--- src/rtl/ram_pkg.sv ---
// ---------------------------------------------------------------------------
// ram_pkg
//   Shared constants for the true-dual-port block RAM and the clients that
//   drive its ports.
//   Contents:
//     RAM_ADDR_WIDTH / RAM_DATA_WIDTH / RAM_BYTE_WIDTH / RAM_READ_LATENCY
//       default geometry of the RAM
//     bytes_per_word() number of byte lanes (strobe bits) in one word
// ---------------------------------------------------------------------------
package ram_pkg;

   localparam int RAM_ADDR_WIDTH   = 17;
   localparam int RAM_DATA_WIDTH   = 64;
   localparam int RAM_BYTE_WIDTH   = 8;
   localparam int RAM_READ_LATENCY = 2;

   function automatic int bytes_per_word(input int data_width, input int byte_width);
      return data_width / byte_width;
   endfunction

endpackage

--- src/rtl/ram_port_client_if.sv ---
// ---------------------------------------------------------------------------
// ram_port_client_if
//   Bundles the three faces of a RAM port client:
//     request stream   req_valid/req_ready/req_addr/req_strobe/req_wdata
//     response stream  resp_valid/resp_ready/resp_data
//     RAM port         ram_en/ram_addr/ram_strobe/ram_wdata/ram_rdata
//   Modports:
//     slave  - the client adapter (accepts requests, drives the RAM port)
//     master - the environment (issues requests, consumes responses and
//              plays the RAM)
// ---------------------------------------------------------------------------
interface ram_port_client_if
   import ram_pkg::*;
#(
   parameter int ADDR_WIDTH = RAM_ADDR_WIDTH,
   parameter int DATA_WIDTH = RAM_DATA_WIDTH,
   parameter int BYTE_WIDTH = RAM_BYTE_WIDTH
);

   localparam int STRB_WIDTH = bytes_per_word(DATA_WIDTH, BYTE_WIDTH);

   logic                  req_valid;
   logic                  req_ready;
   logic [ADDR_WIDTH-1:0] req_addr;
   logic [STRB_WIDTH-1:0] req_strobe;
   logic [DATA_WIDTH-1:0] req_wdata;

   logic                  resp_valid;
   logic                  resp_ready;
   logic [DATA_WIDTH-1:0] resp_data;

   logic                  ram_en;
   logic [ADDR_WIDTH-1:0] ram_addr;
   logic [STRB_WIDTH-1:0] ram_strobe;
   logic [DATA_WIDTH-1:0] ram_wdata;
   logic [DATA_WIDTH-1:0] ram_rdata;

   modport slave (
      input  req_valid, req_addr, req_strobe, req_wdata,
      output req_ready,
      output resp_valid, resp_data,
      input  resp_ready,
      output ram_en, ram_addr, ram_strobe, ram_wdata,
      input  ram_rdata
   );

   modport master (
      output req_valid, req_addr, req_strobe, req_wdata,
      input  req_ready,
      input  resp_valid, resp_data,
      output resp_ready,
      input  ram_en, ram_addr, ram_strobe, ram_wdata,
      output ram_rdata
   );

endinterface

--- src/rtl/ram_port_client_resp_fifo.sv ---
// ---------------------------------------------------------------------------
// resp_fifo
//   Small synchronous in-order FIFO holding read responses. The head entry is
//   presented combinationally so a response is visible the cycle after it is
//   pushed into an empty FIFO.
//   Ports:
//     clk, resetn  clock, asynchronous active-low reset (pointers only)
//     push, din    write an entry (ignored while full)
//     pop          drop the head entry (ignored while empty)
//     dout         head entry
//     empty, full  occupancy flags
// ---------------------------------------------------------------------------
module resp_fifo #(
   parameter int DEPTH = 4,
   parameter int WIDTH = 64
) (
   input  logic             clk,
   input  logic             resetn,
   input  logic             push,
   input  logic             pop,
   input  logic [WIDTH-1:0] din,
   output logic [WIDTH-1:0] dout,
   output logic             empty,
   output logic             full
);

   localparam int PTR_W = (DEPTH > 1) ? $clog2(DEPTH) : 1;
   localparam int CNT_W = $clog2(DEPTH + 1);
   localparam logic [PTR_W-1:0] PTR_LAST = PTR_W'(DEPTH - 1);
   localparam logic [CNT_W-1:0] CNT_FULL = CNT_W'(DEPTH);

   logic [WIDTH-1:0] r_mem [DEPTH];
   logic [PTR_W-1:0] r_wr_ptr;
   logic [PTR_W-1:0] r_rd_ptr;
   logic [CNT_W-1:0] r_count;

   logic w_wr;
   logic w_rd;

   assign empty = (r_count == '0);
   assign full  = (r_count == CNT_FULL);
   assign w_wr  = push & ~full;
   assign w_rd  = pop & ~empty;
   assign dout  = r_mem[r_rd_ptr];

   // Storage has no reset: stale entries are unreachable once pointers clear.
   always_ff @(posedge clk) begin
      if (w_wr) begin
         r_mem[r_wr_ptr] <= din;
      end
   end

   always_ff @(posedge clk or negedge resetn) begin
      if (!resetn) begin
         r_wr_ptr <= '0;
         r_rd_ptr <= '0;
         r_count  <= '0;
      end else begin
         if (w_wr) begin
            r_wr_ptr <= (r_wr_ptr == PTR_LAST) ? '0 : r_wr_ptr + PTR_W'(1);
         end
         if (w_rd) begin
            r_rd_ptr <= (r_rd_ptr == PTR_LAST) ? '0 : r_rd_ptr + PTR_W'(1);
         end
         if (w_wr && !w_rd) begin
            r_count <= r_count + CNT_W'(1);
         end else if (!w_wr && w_rd) begin
            r_count <= r_count - CNT_W'(1);
         end
      end
   end

endmodule

--- src/rtl/ram_port_client.sv ---
// ---------------------------------------------------------------------------
// ram_port_client
//   Initiator-side adapter for one port of a read-first block RAM. Accepted
//   requests go straight out to the RAM port in the accept cycle; a flag pipe
//   matched to the RAM read latency marks which returning words are
//   responses, and those are queued in order in resp_fifo. A credit counter
//   reserves a FIFO slot for every response in flight so backpressure on the
//   response stream never loses data.
//   Ports:
//     clk     clock
//     resetn  asynchronous active-low reset
//     bus     ram_port_client_if.slave (request, response and RAM port)
// ---------------------------------------------------------------------------
module ram_port_client
   import ram_pkg::*;
#(
   parameter int ADDR_WIDTH   = RAM_ADDR_WIDTH,
   parameter int DATA_WIDTH   = RAM_DATA_WIDTH,
   parameter int BYTE_WIDTH   = RAM_BYTE_WIDTH,
   parameter int READ_LATENCY = RAM_READ_LATENCY,
   parameter int WRITE_RESP   = 1,
   parameter int RESP_DEPTH   = READ_LATENCY + 2
) (
   input  logic                clk,
   input  logic                resetn,
   ram_port_client_if.slave    bus
);

   localparam int STRB_WIDTH = bytes_per_word(DATA_WIDTH, BYTE_WIDTH);
   localparam int CRED_W     = $clog2(RESP_DEPTH + 1);
   localparam logic [CRED_W-1:0] CRED_MAX = CRED_W'(RESP_DEPTH);

   typedef logic [ADDR_WIDTH-1:0] addr_t;
   typedef logic [STRB_WIDTH-1:0] strobe_t;
   typedef logic [DATA_WIDTH-1:0] word_t;

   addr_t   w_addr;
   strobe_t w_strobe;
   word_t   w_wdata;
   word_t   w_resp_data;

   logic    w_expects;
   logic    w_accept;
   logic    w_credit_ok;
   logic    w_push;
   logic    w_pop;
   logic    w_fifo_empty;
   logic    w_fifo_full;

   logic [CRED_W-1:0] r_credit;

   assign w_addr   = bus.req_addr;
   assign w_strobe = bus.req_strobe;
   assign w_wdata  = bus.req_wdata;

   // Reads always answer; writes answer only when write responses are on.
   assign w_expects   = (w_strobe == '0) | (WRITE_RESP != 0);
   assign w_credit_ok = (r_credit < CRED_MAX);

   // A request that produces no response needs no FIFO slot, so it may pass
   // even with every credit taken. Gating with resetn keeps ready low while
   // reset is held.
   assign bus.req_ready = resetn & (w_credit_ok | ~w_expects);
   assign w_accept      = bus.req_valid & bus.req_ready;

   assign bus.ram_en     = w_accept;
   assign bus.ram_addr   = w_addr;
   assign bus.ram_strobe = w_accept ? w_strobe : '0;
   assign bus.ram_wdata  = w_wdata;

   // Latency pipe: bit gi is the expects-response flag of the access issued
   // gi+1 cycles ago; the last stage lines up with ram_rdata.
   generate
      if (READ_LATENCY == 0) begin : g_no_pipe
         assign w_push = w_accept & w_expects;
      end else begin : g_pipe
         logic [READ_LATENCY-1:0] r_pipe;
         logic [READ_LATENCY-1:0] w_pipe_next;

         for (genvar gi = 0; gi < READ_LATENCY; gi++) begin : g_stage
            if (gi == 0) begin : g_first
               assign w_pipe_next[gi] = w_accept & w_expects;
            end else begin : g_next
               assign w_pipe_next[gi] = r_pipe[gi-1];
            end
         end

         always_ff @(posedge clk or negedge resetn) begin
            if (!resetn) begin
               r_pipe <= '0;
            end else begin
               r_pipe <= w_pipe_next;
            end
         end

         assign w_push = r_pipe[READ_LATENCY-1];
      end
   endgenerate

   assign w_pop = ~w_fifo_empty & bus.resp_ready;

   // Credit = responses in the pipe plus responses queued.
   always_ff @(posedge clk or negedge resetn) begin
      if (!resetn) begin
         r_credit <= '0;
      end else if ((w_accept & w_expects) && !w_pop) begin
         r_credit <= r_credit + CRED_W'(1);
      end else if (!(w_accept & w_expects) && w_pop) begin
         r_credit <= r_credit - CRED_W'(1);
      end
   end

   resp_fifo #(
      .DEPTH (RESP_DEPTH),
      .WIDTH (DATA_WIDTH)
   ) u_fifo (
      .clk    (clk),
      .resetn (resetn),
      .push   (w_push),
      .pop    (w_pop),
      .din    (bus.ram_rdata),
      .dout   (w_resp_data),
      .empty  (w_fifo_empty),
      .full   (w_fifo_full)
   );

   assign bus.resp_valid = ~w_fifo_empty;
   assign bus.resp_data  = w_resp_data;

   // The credit counter makes a push into a full FIFO unreachable.
   a_no_overflow: assert property (@(posedge clk) disable iff (!resetn)
      !(w_push && w_fifo_full));

endmodule

--- src/flat_wrapper.sv ---
// flat-port wrapper written by rule: the top's interface ports become plain ports
module ram_port_client_flat import ram_pkg::*;
#(
   parameter int ADDR_WIDTH   = RAM_ADDR_WIDTH,
   parameter int DATA_WIDTH   = RAM_DATA_WIDTH,
   parameter int BYTE_WIDTH   = RAM_BYTE_WIDTH,
   parameter int READ_LATENCY = RAM_READ_LATENCY,
   parameter int WRITE_RESP   = 1,
   parameter int RESP_DEPTH   = READ_LATENCY + 2
)
  (clk, resetn, bus_req_valid, bus_req_addr, bus_req_strobe, bus_req_wdata, bus_req_ready, bus_resp_valid, bus_resp_data, bus_resp_ready, bus_ram_en, bus_ram_addr, bus_ram_strobe, bus_ram_wdata, bus_ram_rdata);
  ram_port_client_if #(.ADDR_WIDTH(ADDR_WIDTH), .DATA_WIDTH(DATA_WIDTH), .BYTE_WIDTH(BYTE_WIDTH)) bus_i ();
  input  logic clk;
  input  logic resetn;
  input wire logic [$bits(bus_i.req_valid)-1:0] bus_req_valid;
  input wire logic [$bits(bus_i.req_addr)-1:0] bus_req_addr;
  input wire logic [$bits(bus_i.req_strobe)-1:0] bus_req_strobe;
  input wire logic [$bits(bus_i.req_wdata)-1:0] bus_req_wdata;
  output wire logic [$bits(bus_i.req_ready)-1:0] bus_req_ready;
  output wire logic [$bits(bus_i.resp_valid)-1:0] bus_resp_valid;
  output wire logic [$bits(bus_i.resp_data)-1:0] bus_resp_data;
  input wire logic [$bits(bus_i.resp_ready)-1:0] bus_resp_ready;
  output wire logic [$bits(bus_i.ram_en)-1:0] bus_ram_en;
  output wire logic [$bits(bus_i.ram_addr)-1:0] bus_ram_addr;
  output wire logic [$bits(bus_i.ram_strobe)-1:0] bus_ram_strobe;
  output wire logic [$bits(bus_i.ram_wdata)-1:0] bus_ram_wdata;
  input wire logic [$bits(bus_i.ram_rdata)-1:0] bus_ram_rdata;
  assign bus_i.req_valid = bus_req_valid;
  assign bus_i.req_addr = bus_req_addr;
  assign bus_i.req_strobe = bus_req_strobe;
  assign bus_i.req_wdata = bus_req_wdata;
  assign bus_req_ready = bus_i.req_ready;
  assign bus_resp_valid = bus_i.resp_valid;
  assign bus_resp_data = bus_i.resp_data;
  assign bus_i.resp_ready = bus_resp_ready;
  assign bus_ram_en = bus_i.ram_en;
  assign bus_ram_addr = bus_i.ram_addr;
  assign bus_ram_strobe = bus_i.ram_strobe;
  assign bus_ram_wdata = bus_i.ram_wdata;
  assign bus_i.ram_rdata = bus_ram_rdata;
  ram_port_client #(.ADDR_WIDTH(ADDR_WIDTH), .DATA_WIDTH(DATA_WIDTH), .BYTE_WIDTH(BYTE_WIDTH), .READ_LATENCY(READ_LATENCY), .WRITE_RESP(WRITE_RESP), .RESP_DEPTH(RESP_DEPTH)) u_core (.clk(clk), .resetn(resetn), .bus(bus_i));
endmodule
--- config.mk ---
export PLATFORM = sky130hd
export DESIGN_NAME = ram_port_client_flat
export DESIGN_NICKNAME = d
export VERILOG_FILES = /design/src/rtl/ram_pkg.sv /design/src/rtl/ram_port_client_if.sv /design/src/rtl/ram_port_client_resp_fifo.sv /design/src/rtl/ram_port_client.sv /design/src/flat_wrapper.sv
export SDC_FILE = /design/constraint.sdc
export NUM_CORES = 1
export LEC_CHECK = 0
export ABC_CLOCK_PERIOD_IN_PS = 5000
export CORE_ASPECT_RATIO = 0.8
export CORE_MARGIN = 2
export CORE_UTILIZATION = 47
export CTS_CLUSTER_SIZE = 28
export DETAILED_ROUTE_END_ITERATION = 10
export GPL_TIMING_DRIVEN = 0
export PLACE_DENSITY = 0.8
export SYNTH_ARGS = -nofsm -noshare
export SYNTH_HDL_FRONTEND = slang
export SYNTH_SLANG_ARGS = --single-unit
--- constraint.sdc ---
create_clock -name clk -period 5 [get_ports clk]
set_input_delay 0.5 -clock clk [delete_from_list [all_inputs] [get_ports clk]]
set_output_delay 0.5 -clock clk [all_outputs]
set_load 0.1 [all_outputs]
* Yosys cells after proc, flatten, opt, wreduce, memory -nomap -nowiden
Memory sizes are Yosys's and may differ from the RTL's.
Cells that the tools add are included.
** Storage, ports and cells
- Memories :: 1
- Logic and storage cells :: 43
- Bits in registers :: 12
- Bits of input ports :: 157
- Output and inout bits :: 156
- Memory bits (writable) :: 256
** Memory list
- u_core.u_fifo.r_mem :: words 4, bits a word 64, rd ports 1, clocked after memory_dff 0, wr ports 1, RTL line ram_port_client_resp_fifo.sv:32 : logic [WIDTH-1:0] r_mem [DEPTH];
** Cells by class
- Reductions and logical operators :: 11
- Bitwise gates (word level) :: 7
- Add/subtract/negate cells :: 6
- Eq/ne operators :: 3
- $lt $le $gt $ge :: 1
- Multiplexer cells :: 9
** Operator list (count)
- 3-bit two-way mux :: 4
- 8-bit two-way mux :: 1
- 3-bit by 1-bit adder with 3-bit output (second input constant) :: 2
- 3-bit by 1-bit subtractor with 3-bit output (second input constant) :: 2
- 1-bit bitwise AND :: 5
- 2-bit by 1-bit adder with 2-bit output (second input constant) :: 2
- 2-bit equality test (second input constant) :: 2
- 1-bit logical AND :: 4
- 1-bit zero test :: 4
- 2-bit two-way mux :: 2
- 2-bit nonzero test :: 2
- 3-bit equality test (second input constant) :: 1
- 3-bit zero test :: 1
- 3-bit less-than comparator (second input constant) :: 1
- 1-bit two-way mux :: 2
- 1-bit NOT :: 2

* Longest topological paths before layout
Gate-level depths: netlist of run 1.
- Depth in word-level cells :: 7
- Gate-level depth with buffers :: 9
- Mapped depth without buffers :: 8

* Modules after synthesis
A second synthesis of run 1 with hierarchy kept.
** Unflattened totals
- Cell total of the unflattened synthesis :: 479
- Area total of the unflattened synthesis :: 10597.7 µm²
** By module, submodules not included
- resp_fifo :: cells an instance 371, instances 1, area an instance 9699.3 µm², seq. area each 7862.5 µm²
- ram_port_client :: cells an instance 108, instances 1, area an instance 898.4 µm², seq. area each 125.1 µm²

* Worst setup path before layout of run 1
No wires, ideal clock.
- Kind :: register -> register
- Start point :: register u_core.u_fifo.r_wr_ptr[0]
- End point :: memory u_core.u_fifo.r_mem[3][0] (enable)
- Period minus slack after synthesis :: 4.221 ns
- Path buffers :: 0
- Slack :: 0.779 ns
- Cell stages (with the launch flop) :: 4
- Arrival time :: 3.714 ns
- Data required time :: 4.493 ns
- Library setup time :: 0.507 ns
- Cells stage by stage :: dfrtp_1 -> ha_1 -> nand2_1 -> a21oi_1
** RTL lines
- from (decl) :: RTL line ram_port_client_resp_fifo.sv:33 : logic [PTR_W-1:0] r_wr_ptr;
- from (signal assigned) :: RTL line ram_port_client_resp_fifo.sv:60 : r_wr_ptr <= (r_wr_ptr == PTR_LAST) ? '0 : r_wr_ptr + PTR_W'(1);
- to (decl) :: RTL line ram_port_client_resp_fifo.sv:32
Straight into the memory's write port.

* Worst setup path in the final report of run 1
- Start point :: input port resetn
- End point :: output port bus_ram_en
** Between the ends
- Cells in the longest elaborated chain, start to end :: 2
** RTL lines
- from (decl) :: RTL line flat_wrapper.sv:14 : input logic resetn;
- 1-bit bitwise AND :: RTL line ram_port_client.sv:63 : assign bus.req_ready = resetn & (w_credit_ok | ~w_expects);
- 1-bit bitwise AND :: RTL line ram_port_client.sv:64 : assign w_accept = bus.req_valid & bus.req_ready;
- to (decl) :: RTL line flat_wrapper.sv:23 : output wire logic [$bits(bus_i.ram_en)-1:0] bus_ram_en;
Every way passes these cells.

==> results of run 1 <==
-- flip-flops by register name (all words and copies together), names as in the netlist --
register,cells
u_core.u_fifo.r_mem,256
u_core.r_credit,3
u_core.u_fifo.r_count,3
u_core.g_pipe.r_pipe,2
u_core.u_fifo.r_rd_ptr,2
u_core.u_fifo.r_wr_ptr,2
-- cell usage in the layout (no fill, tap or decap), drive strengths merged --
cell / instances
inv: 4
and3: 8
bufinv: 1
clkbuf: 39
mux2: 6
and2: 4
clkdlybuf4s50: 231
xor2: 4
buf: 99
nor2: 5
clkinvlp: 1
nor2b: 1
xnor2: 2
fa: 2
clkinv: 8
or3: 1
nand2: 2
edfxtp: 256
ha: 7
a21oi: 1
a21boi: 1
dfrtp: 12
mux4: 64
-- cells by family after synthesis --
group,Yosys count,synth area share
AOI/OAI and AO/OA,2,0.00119
xor gates and xnor gates,6,0.00499
adders and majority gates,9,0.0121
buffers and inverters,100,0.0695
DFF,268,0.758
muxes,70,0.143
and+or+nand+nor,21,0.0108
-- cells in the mapped netlist, drive strengths merged, types with 2 or more instances --
library cell / n / area (sq um)
edfxtp: 256 / 7690
ha: 7 / 87.6
buf: 94 / 709
and3: 8 / 50.1
xnor2: 2 / 17.5
inv: 4 / 15.0
and2: 4 / 25.0
mux2: 6 / 67.6
nor2: 5 / 18.8
xor2: 4 / 35.0
fa: 2 / 40.0
nand2: 2 / 7.51
clkbuf: 2 / 7.51
dfrtp: 12 / 300
mux4: 64 / 1440
-- final timing paths --
kind / end / cells after the start
setup / recovery: bus_ram_en / 5
hold / removal: u_core.g_pipe.r_pipe[1] / 0
setup reg to reg: u_core.r_credit[2] / 8
hold reg to reg: u_core.g_pipe.r_pipe[1] / 0
max in group asynchronous: u_core.u_fifo.r_count[1] / 1
min in group asynchronous: u_core.r_credit[2] / 1
-- power groups by stage --
stage	Sequential [mW]	Combinational (mW)	Clock, mW
finish	2.75	4.60	1.89
global placement	2.80	4.57	0
CTS	2.75	4.64	1.94
detailed placement	2.80	4.63	0
floorplan	2.78	3.64	0
global route	2.77	4.75	2.02
-- through the flow --
stage                     hold slack [ps]  TNS, ps
final                                 358        0
after global routing                  368        0
after CTS                             365        0
after detailed placement              354        0
after floorplan                       204        0
after global placement                333   -99970
-- layout make-up --
type / count / area share
sequential: 268 / 0.563
timing repair buffer: 236 / 0.171
multi-input combinational: 108 / 0.129
clock buffer: 37 / 0.0545
buffer: 96 / 0.0505
tap: 300 / 0.0264
clock inverter: 10 / 0.00494
inverter: 4 / 0.00106
-- worst max-delay path, delay by kind of cell --
kind                   cells  cell delay, ps
buffers and inverters      3            2320
AND/OR/NAND/NOR            2             480
-- per-layer routing --
metal | up-vias | share of wire | global-route usage | routed length (um)
li1 | 2360 | - | - | -
met4 | 0 | 0.017 | 0.0348 | 374
met1 | 2688 | 0.38 | 0.224 | 8580
met2 | 212 | 0.54 | 0.340 | 12100
met5 | - | 0 | 0 | 0
met3 | 28 | 0.060 | 0.0380 | 1340
==> results by group, run 1 <==
Cells and area
  • Sequential cell area: 0.00799 sq mm
  • Area growth syn-to-layout: 34.7%
  • Final layout net count: 906
  • Final cell area excluding filler cells: 0.0142 sq mm
  • Fraction of layout cells with a size suffix above 1: 0.277
  • Antenna diode instance count: 0
  • Multi-input logic area: 0.00183 sq mm
  • Core Util, Final: 0.651
  • Final Instance Count excl. Fillers: 1059
  • # fillers: 1436

STA
  • Fmax achieved: 262 MHz
  • Minimum period implied by the final worst setup slack: 3810 ps
  • Transition time of the tightest slew-check pin: 1130 ps
  • Fin. max-slew vios: 0
  • Setup Viol. Count Final: 0
  • Final Hold Viols: 0
  • Post-route setup slack: 1190 ps
  • RSZ-0062 raised after global routing: false
  • Share of the cycle needed by the critical path after routing: 0.762
  • Clk_skew: 8.09 ps
  • Worst max-slew margin expressed relative to the limit: 0.245

Hold path
  • Worst hold path startpoint: u_core.g_pipe.r_pipe[0]
  • Path category of the worst min-delay check: reg -> reg

Place
  • Setup slack after placement: 1180 ps
  • HPWL after detailed placement: 15.4 mm
  • Cell count after placement: 1012
  • Global placer's final weighted congestion: 0.773
  • Instance area after placement: 0.0133 sq mm
  • Number of buffers added on ports: 231

Synthesis
  • Sequential fraction of the synthesis area: 0.758
  • Flip-flop and latch count after synthesis: 268
  • Post-Syn Area: 0.0105 sq mm
  • Main synth FF type: edfxtp_1
  • Number of synthesized flops with an enable pin: 256
  • Yosys warns: 0
  • Cell count after synthesis: 476
  • Library cells used by synthesis: 21
  • Asr flop ratio synth: 0.0448
  • Number of nets in the synthesized netlist: 642
  • Average cell area after synthesis: 22.1 sq um

Floorplan
  • Vert. Die Dim: 138 um
  • Die Span X: 171 um
  • Full die area: 0.0236 sq mm
  • Number of cell rows: 48
  • Starting Density: 0.483
  • Core region area: 0.0218 sq mm
  • Top-Level Pins: 313

Global routing
  • Largest net degree at the start of global routing: 38
  • Vias in the first global route: 5828
  • Final global-route overflow total: 0
  • Global-route wire length before repair: 32.2 mm
  • Antenna violations before repair: 0
  • Tot GR Track Use: 0.183

Critical path
  • Worst Path Class, Setup: in -> out
  • Setup slack on the worst flop-to-flop path: 2620 ps
  • Launching element type of the critical path: primary input
  • Critical Path Slowest Stage Cell: clkdlybuf4s50_1
  • Arrival time reported for the critical path endpoint: 3310 ps
  • Cell Chain, Critical Path: clkdlybuf4s50_1 -> nor2b_1 -> clkbuf_1 -> and2_1 -> clkdlybuf4s50_1
  • Crit path launch: resetn
  • Critical path endpoint category: primary output
  • Max incr delay on CP: 1180 ps
  • Crit Reg-Reg Startpoint: u_core.u_fifo.r_count[0]
  • Most frequent cell on the critical path: clkdlybuf4s50_1
  • Maximum fanout along the worst path: 13
  • Required time at the worst-slack endpoint: 4500 ps

Power
  • Internal power: 5.07 mW
  • Clock network fraction of design power: 0.205
  • Power consumption: 9.24 mW
  • Fraction of power consumed by combinational cells: 0.498
  • Net switching power of the design: 4.18 mW
  • PwrDens: 651 mW/mm^2
  • Sequential cell fraction of total power: 0.297
  • Switching portion of total power: 0.452
  • Static Leakage: 4.88 nW
  • Worst IR Drop VDD: 0.606 mV

Clock tree
  • Latest clock arrival within the worst-skew pair: 510 ps
  • Root buffer selected by CTS: clkbuf_16
  • CTS sink count: 268
  • H-tree lvl count: 1
  • Number of buffers added for setup after CTS: 0
  • Post-cts resize count: 0
  • Clk slew on worst S/H paths: 60 ps
  • Number of buffers between clock root and the deepest sink: 3
  • TritonCTS clock tree: done
  • Clock buffer count from CTS: 26
  • Number of buffers added to fix hold violations after cts: 0

Routing
  • Total Routed Length: 22.3 mm
  • Routed length per placed instance: 21.1 um
  • Initial DRC count: 388
  • Via-per-instance ratio: 4.99
  • Number of DRC violations after detailed routing: 0
  • Iteration count of the initial detailed-routing pass: 4
  • Residual antenna-violating net count after detailed routing: 0
  • Vias post-DR: 5288

Run status
  • Result of the run: complete, no violations

Flow run
  • Number of violations of the max-capacitance limit: 0
Note: power is estimated with default switching activity, not from simulation.
==> run 2: changes to the inputs <==
ABC_CLOCK_PERIOD_IN_PS = 3300   (was 5000)
CORE_UTILIZATION = 43   (was 47)
PLACE_DENSITY = 0.77   (was 0.8)
clock period = 3.3 ns   (was 5 ns; I/O delays follow)
==> run 2 against run 1 <==
  * Non-clock buffer count grew 1
  * Largest cell class unchanged
  * Register-to-register slack lost 1700 ps
  * Largest power group unchanged
  * Via count grew 0.93%
  * Critical path type is now reg -> out
==> results by group, run 2 (same netlist as run 1, synthesis figures left out) <==
Run status
  • Result of the run: complete, no violations

Routing
  • Via-per-instance ratio: 4.94
  • Iteration count of the initial detailed-routing pass: 4
  • Residual antenna-violating net count after detailed routing: 0
  • Total Routed Length: 21.3 mm
  • Vias post-DR: 5337
  • Number of DRC violations after detailed routing: 0
  • Initial DRC count: 325
  • Routed length per placed instance: 19.8 um

Cells and area
  • Final cell area excluding filler cells: 0.0142 sq mm
  • Flip-flop count of the largest register, all copies and words added: 256
  • Register with the most flip-flops: u_core.u_fifo.r_mem
  • Antenna diode instance count: 0
  • # fillers: 1789
  • Registers with the most flip-flops: u_core.u_fifo.r_mem: 256 flops, u_core.r_credit: 3 flops, u_core.u_fifo.r_count: 3 flops
  • Commonest cells after routing, fill and taps aside: edfxtp_1 (256), clkdlybuf4s50_1 (165), buf_4 (83), mux4_2 (64), dlygate4sd2_1 (49)
  • Fraction of layout cells with a size suffix above 1: 0.280
  • Area growth syn-to-layout: 35.1%
  • Final layout net count: 908
  • Most frequent standard cell in the layout excluding fill and tap cells: edfxtp_1
  • Final Instance Count excl. Fillers: 1080

Clock tree
  • Number of buffers between clock root and the deepest sink: 3
  • Clk slew on worst S/H paths: 60 ps
  • Root buffer selected by CTS: clkbuf_16
  • Clock buffer count from CTS: 27
  • Number of buffers added to fix hold violations after cts: 0
  • Latest clock arrival within the worst-skew pair: 520 ps
  • CTS sink count: 268
  • TritonCTS clock tree: done
  • H-tree lvl count: 1

Floorplan
  • Full die area: 0.0258 sq mm
  • Top-Level Pins: 313
  • Starting Density: 0.436
  • Die Span X: 179 um
  • Vert. Die Dim: 144 um
  • Core region area: 0.0242 sq mm
  • Number of cell rows: 51

Critical path
  • Launching element type of the critical path: flop
  • Max incr delay on CP: 1130 ps
  • Critical Path Slowest Stage Cell: clkdlybuf4s50_1
  • Critical path endpoint category: primary output
  • Cell Chain, Critical Path: clkbuf_1 -> mux4_2 -> clkdlybuf4s50_1
  • Arrival time reported for the critical path endpoint: 2840 ps
  • Worst Path Class, Setup: reg -> out
  • Maximum fanout along the worst path: 10
  • Required time at the worst-slack endpoint: 2970 ps

STA
  • Setup Viol. Count Final: 0
  • Post-route setup slack: 129 ps
  • Minimum period implied by the final worst setup slack: 3170 ps
  • Worst max-slew margin expressed relative to the limit: 0.313
  • Share of the cycle needed by the critical path after routing: 0.961
  • Final Hold Viols: 0
  • Transition time of the tightest slew-check pin: 1030 ps
  • RSZ-0062 raised after global routing: false
  • Clk_skew: 8.10 ps
  • Fin. max-slew vios: 0
  • Fmax achieved: 315 MHz

Place
  • Setup slack after placement: 6.34 ps
  • Number of buffers added on ports: 231
  • Cell count after placement: 1031
  • HPWL after detailed placement: 14.4 mm
  • Global placer's final weighted congestion: 0.740
  • Instance area after placement: 0.0134 sq mm

Global routing
  • Vias in the first global route: 5747
  • Final global-route overflow total: 0
  • Tot GR Track Use: 0.160
  • Antenna violations before repair: 0
  • Global-route wire length before repair: 31.4 mm
  • Largest net degree at the start of global routing: 34

Power
  • Worst IR Drop VDD: 0.609 mV
  • Static Leakage: 5.18 nW
  • PwrDens: 968 mW/mm^2

Hold path
  • Path category of the worst min-delay check: in -> async

Flow run
  • Number of violations of the max-capacitance limit: 0
## run 2: cell count changes in the layout (fill, tap and decap cells not counted)
| cell | change |
|---|---|
| clkbuf_2 | +1 |
| dlymetal6s2s_1 | +17 |
| clkinvlp_4 | +3 |
| clkbuf_8 | -3 |
| buf_12 | +1 |
| clkdlybuf4s50_1 | -66 |
| bufinv_16 | +1 |
| dlygate4sd2_1 | +49 |
## run 2: power breakdown
part           total (mW)  switching [mW]  internal, mW
combinational        6.70            5.00          1.69
clock                2.92            1.20          1.72
sequential           4.17           0.122          4.05
## run 2: cell type report
cell class / count / area [sq um] / share of cell area
plain buffers: 96 / 718 / 0.0505
clock buffers: 35 / 736 / 0.0517
clock inverters: 14 / 123 / 0.00862
inverters: 4 / 15.0 / 0.00105
multi-input cells: 108 / 1830 / 0.129
flip-flops and latches: 268 / 7990 / 0.561
well taps: 318 / 398 / 0.0280
repair buffers: 237 / 2420 / 0.170
## run 2: layer usage
layer | share of wire | global-route usage | up-vias
met3 | 0.071 | 0.0344 | 36
met2 | 0.52 | 0.284 | 227
met4 | 0.023 | 0.0398 | 0
met5 | 0 | 0 | -
li1 | - | - | 2365
met1 | 0.38 | 0.201 | 2709
## run 2: repair_timing
item                                    4_1_cts  5_1_grt
endpoints found under the setup margin       49       17
resized for setup                            49       17
buffers inserted                              0        0
## run 2: worst max-delay path, delay by kind of cell (launching register included)
family / cells / cell delay, ps
flip-flops: 1 / 390
multiplexers: 1 / 310
buffers and inverters: 2 / 1620
## run 2: stage by stage
stage	power (mW)	util	TNS, ps	hold WS [ps]
6_report	13.8	0.588	0	190
5_1_grt	14.3	0.588	0	216
3_5_place_dp	11.3	0.554	0	338
2_1_floorplan	9.73	-	0	34.4
4_1_cts	14.0	0.587	0	182
3_3_place_gp	11.2	0.548	-179840	335
## run 2: final timing paths
check | from | to | slack, ps | cells after the start
setup / recovery | u_core.u_fifo.r_rd_ptr[1] | bus_resp_data[56] | 130 | 3
hold / removal | resetn | u_core.r_credit[0] | 190 | 1
setup reg to reg | u_core.u_fifo.r_count[0] | u_core.u_fifo.r_count[2] | 920 | 8
hold reg to reg | u_core.g_pipe.r_pipe[0] | u_core.g_pipe.r_pipe[1] | 350 | 0
max in group asynchronous | resetn | u_core.u_fifo.r_rd_ptr[0] | 2720 | 1
min in group clk | u_core.g_pipe.r_pipe[0] | u_core.g_pipe.r_pipe[1] | 350 | 0
==> run 3: changes to the inputs <==
GPL_TIMING_DRIVEN = not set   (was 0)
==> run 3 against run 2 <==
  * Combinational power shrank 12%
  * First-iteration DRC count shrank 15%
  * Critical path type unchanged
  * Largest cell class unchanged
  * Clock skew grew 1.4 ps
  * Sequential share of layout area grew 7.8 points
  * Final area shrank 12%
  * Total power shrank 4.7%
  * Critical path depth is the same
  * Hold slack lost 49 ps
==> results by group, run 3 (same netlist as run 1, synthesis figures left out) <==
Floorplan
  • Vert. Die Dim: 144 um
  • Core region area: 0.0242 sq mm
  • Top-Level Pins: 313
  • Number of cell rows: 51
  • Die Span X: 179 um
  • Starting Density: 0.436
  • Full die area: 0.0258 sq mm

Hold path
  • Path category of the worst min-delay check: in -> async

Clock tree
  • Post-cts resize count: 0
  • Clock buffer count from CTS: 27
  • Latest clock arrival within the worst-skew pair: 520 ps
  • Number of buffers added to fix hold violations after cts: 0
  • CTS sink count: 268
  • Number of buffers between clock root and the deepest sink: 3
  • Clk slew on worst S/H paths: 60 ps
  • Root buffer selected by CTS: clkbuf_16
  • TritonCTS clock tree: done
  • H-tree lvl count: 1
  • Number of buffers added for setup after CTS: 0

Global routing
  • Vias in the first global route: 5182
  • Largest net degree at the start of global routing: 67
  • Tot GR Track Use: 0.151
  • Final global-route overflow total: 0
  • Global-route wire length before repair: 29.2 mm
  • Antenna violations before repair: 0

Power
  • Power consumption: 13.1 mW
  • Fraction of power consumed by combinational cells: 0.447
  • Worst IR Drop VDD: 0.550 mV
  • Switching portion of total power: 0.447
  • PwrDens: 1050 mW/mm^2
  • Static Leakage: 4.19 nW
  • Internal power: 7.27 mW
  • Net switching power of the design: 5.86 mW
  • Sequential cell fraction of total power: 0.337
  • Clock network fraction of design power: 0.216

Critical path
  • Most frequent cell on the critical path: buf_4
  • Bufs and invs on worst path: 2
  • Critical Path Slowest Stage Cell: dfrtp_4
  • Max incr delay on CP: 770 ps
  • Launching element type of the critical path: flop
  • Worst Path Class, Setup: reg -> out
  • Critical path endpoint category: primary output
  • Cell Chain, Critical Path: buf_4 -> mux4_2 -> buf_4
  • Arrival time reported for the critical path endpoint: 2500 ps
  • Worst path depth: 3
  • Maximum fanout along the worst path: 27
  • Family with the most delay on the worst path: flip-flops
  • Register-to-Register Path Depth: 8
  • Required time at the worst-slack endpoint: 2970 ps

Cells and area
  • Flip-flop count of the largest register, all copies and words added: 256
  • Fraction of layout cells with a size suffix above 1: 0.332
  • Area growth syn-to-layout: 18.6%
  • Register with the most flip-flops: u_core.u_fifo.r_mem
  • Commonest cells after routing, fill and taps aside: edfxtp_1 (256), buf_4 (79), clkdlybuf4s50_1 (76), mux4_2 (64), clkbuf_16 (27)
  • Final layout net count: 734
  • Registers with the most flip-flops: u_core.u_fifo.r_mem: 256 flops, u_core.r_credit: 3 flops, u_core.u_fifo.r_count: 3 flops
  • Antenna diode instance count: 0
  • Most frequent standard cell in the layout excluding fill and tap cells: edfxtp_1

Routing
  • Total Routed Length: 19.6 mm
  • Residual antenna-violating net count after detailed routing: 0
  • Vias post-DR: 4702
  • Routed length per placed instance: 21.7 um
  • Routed length on met1: 7.88 mm
  • Met2 layer wire length in the routed design: 9.45 mm
  • Via-per-instance ratio: 5.20
  • Initial DRC count: 277
  • Met3 Wirelength: 1.32 mm
  • Number of DRC violations after detailed routing: 0
  • Iteration count of the initial detailed-routing pass: 4
  • Top routing layer in use: met4

STA
  • Clk_skew: 9.47 ps
  • Share of the cycle needed by the critical path after routing: 0.857
  • Setup Viol. Count Final: 0
  • Transition time of the tightest slew-check pin: 1000 ps
  • Final Hold Viols: 0
  • Worst max-slew margin expressed relative to the limit: 0.333
  • Fin. max-slew vios: 0
  • RSZ-0062 raised after global routing: false
  • Fmax achieved: 353 MHz
  • Minimum period implied by the final worst setup slack: 2830 ps
  • Final sum of negative setup slack: 0 ps

Place
  • Global placer's final weighted congestion: 0.726
  • HPWL after detailed placement: 12.1 mm
  • Number of buffers added on ports: 150

Run status
  • Result of the run: complete, no violations

Flow run
  • Number of violations of the max-capacitance limit: 0
## run 3: final timing paths
path | start | endpoint | slack [ps]
setup / recovery | u_core.u_fifo.r_rd_ptr[0] | bus_resp_data[8] | 470
hold / removal | resetn | u_core.r_credit[2] | 140
setup reg to reg | u_core.u_fifo.r_count[0] | u_core.u_fifo.r_count[2] | 930
hold reg to reg | u_core.g_pipe.r_pipe[0] | u_core.g_pipe.r_pipe[1] | 360
max in group asynchronous | resetn | u_core.u_fifo.r_rd_ptr[0] | 2980
min in group clk | u_core.g_pipe.r_pipe[0] | u_core.g_pipe.r_pipe[1] | 360
## run 3: per-layer routing
layer / track usage / vias up
met3: 0.0373 / 93
met5: 0 / -
li1: - / 2032
met4: 0.0710 / 0
met1: 0.196 / 2439
met2: 0.240 / 138
## run 3: metrics by stage
step	hold slack, ps	setup slack (ps)	instances	utilization	instance area (sq um)
CTS	119	367	905	0.517	12500
global route	146	316	905	0.517	12500
floorplan	34.4	168	476	-	10500
detailed placement	350	756	857	0.483	11700
finish	141	470	905	0.517	12500
global placement	358	880	857	0.483	11700
## run 3: layout make-up
| type | instances | area (sq um) |
|---|---|---|
| clock inverters | 17 | 133 |
| fillers | 1873 | 11700 |
| repair buffers | 159 | 1430 |
| flip-flops and latches | 268 | 8000 |
| well taps | 318 | 398 |
| multi-input cells | 108 | 1830 |
| inverters | 4 | 15.0 |
| clock buffers | 31 | 691 |
## run 3: power by group through the flow
stage          logic, mW  clock network (mW)  registers (mW)
6_report            5.87                2.83            4.43
5_1_grt             6.06                3.05            4.49
4_1_cts             5.93                2.92            4.45
3_5_place_dp        5.91                   0            4.52
3_3_place_gp        5.86                   0            4.49
2_1_floorplan       5.51                   0            4.21
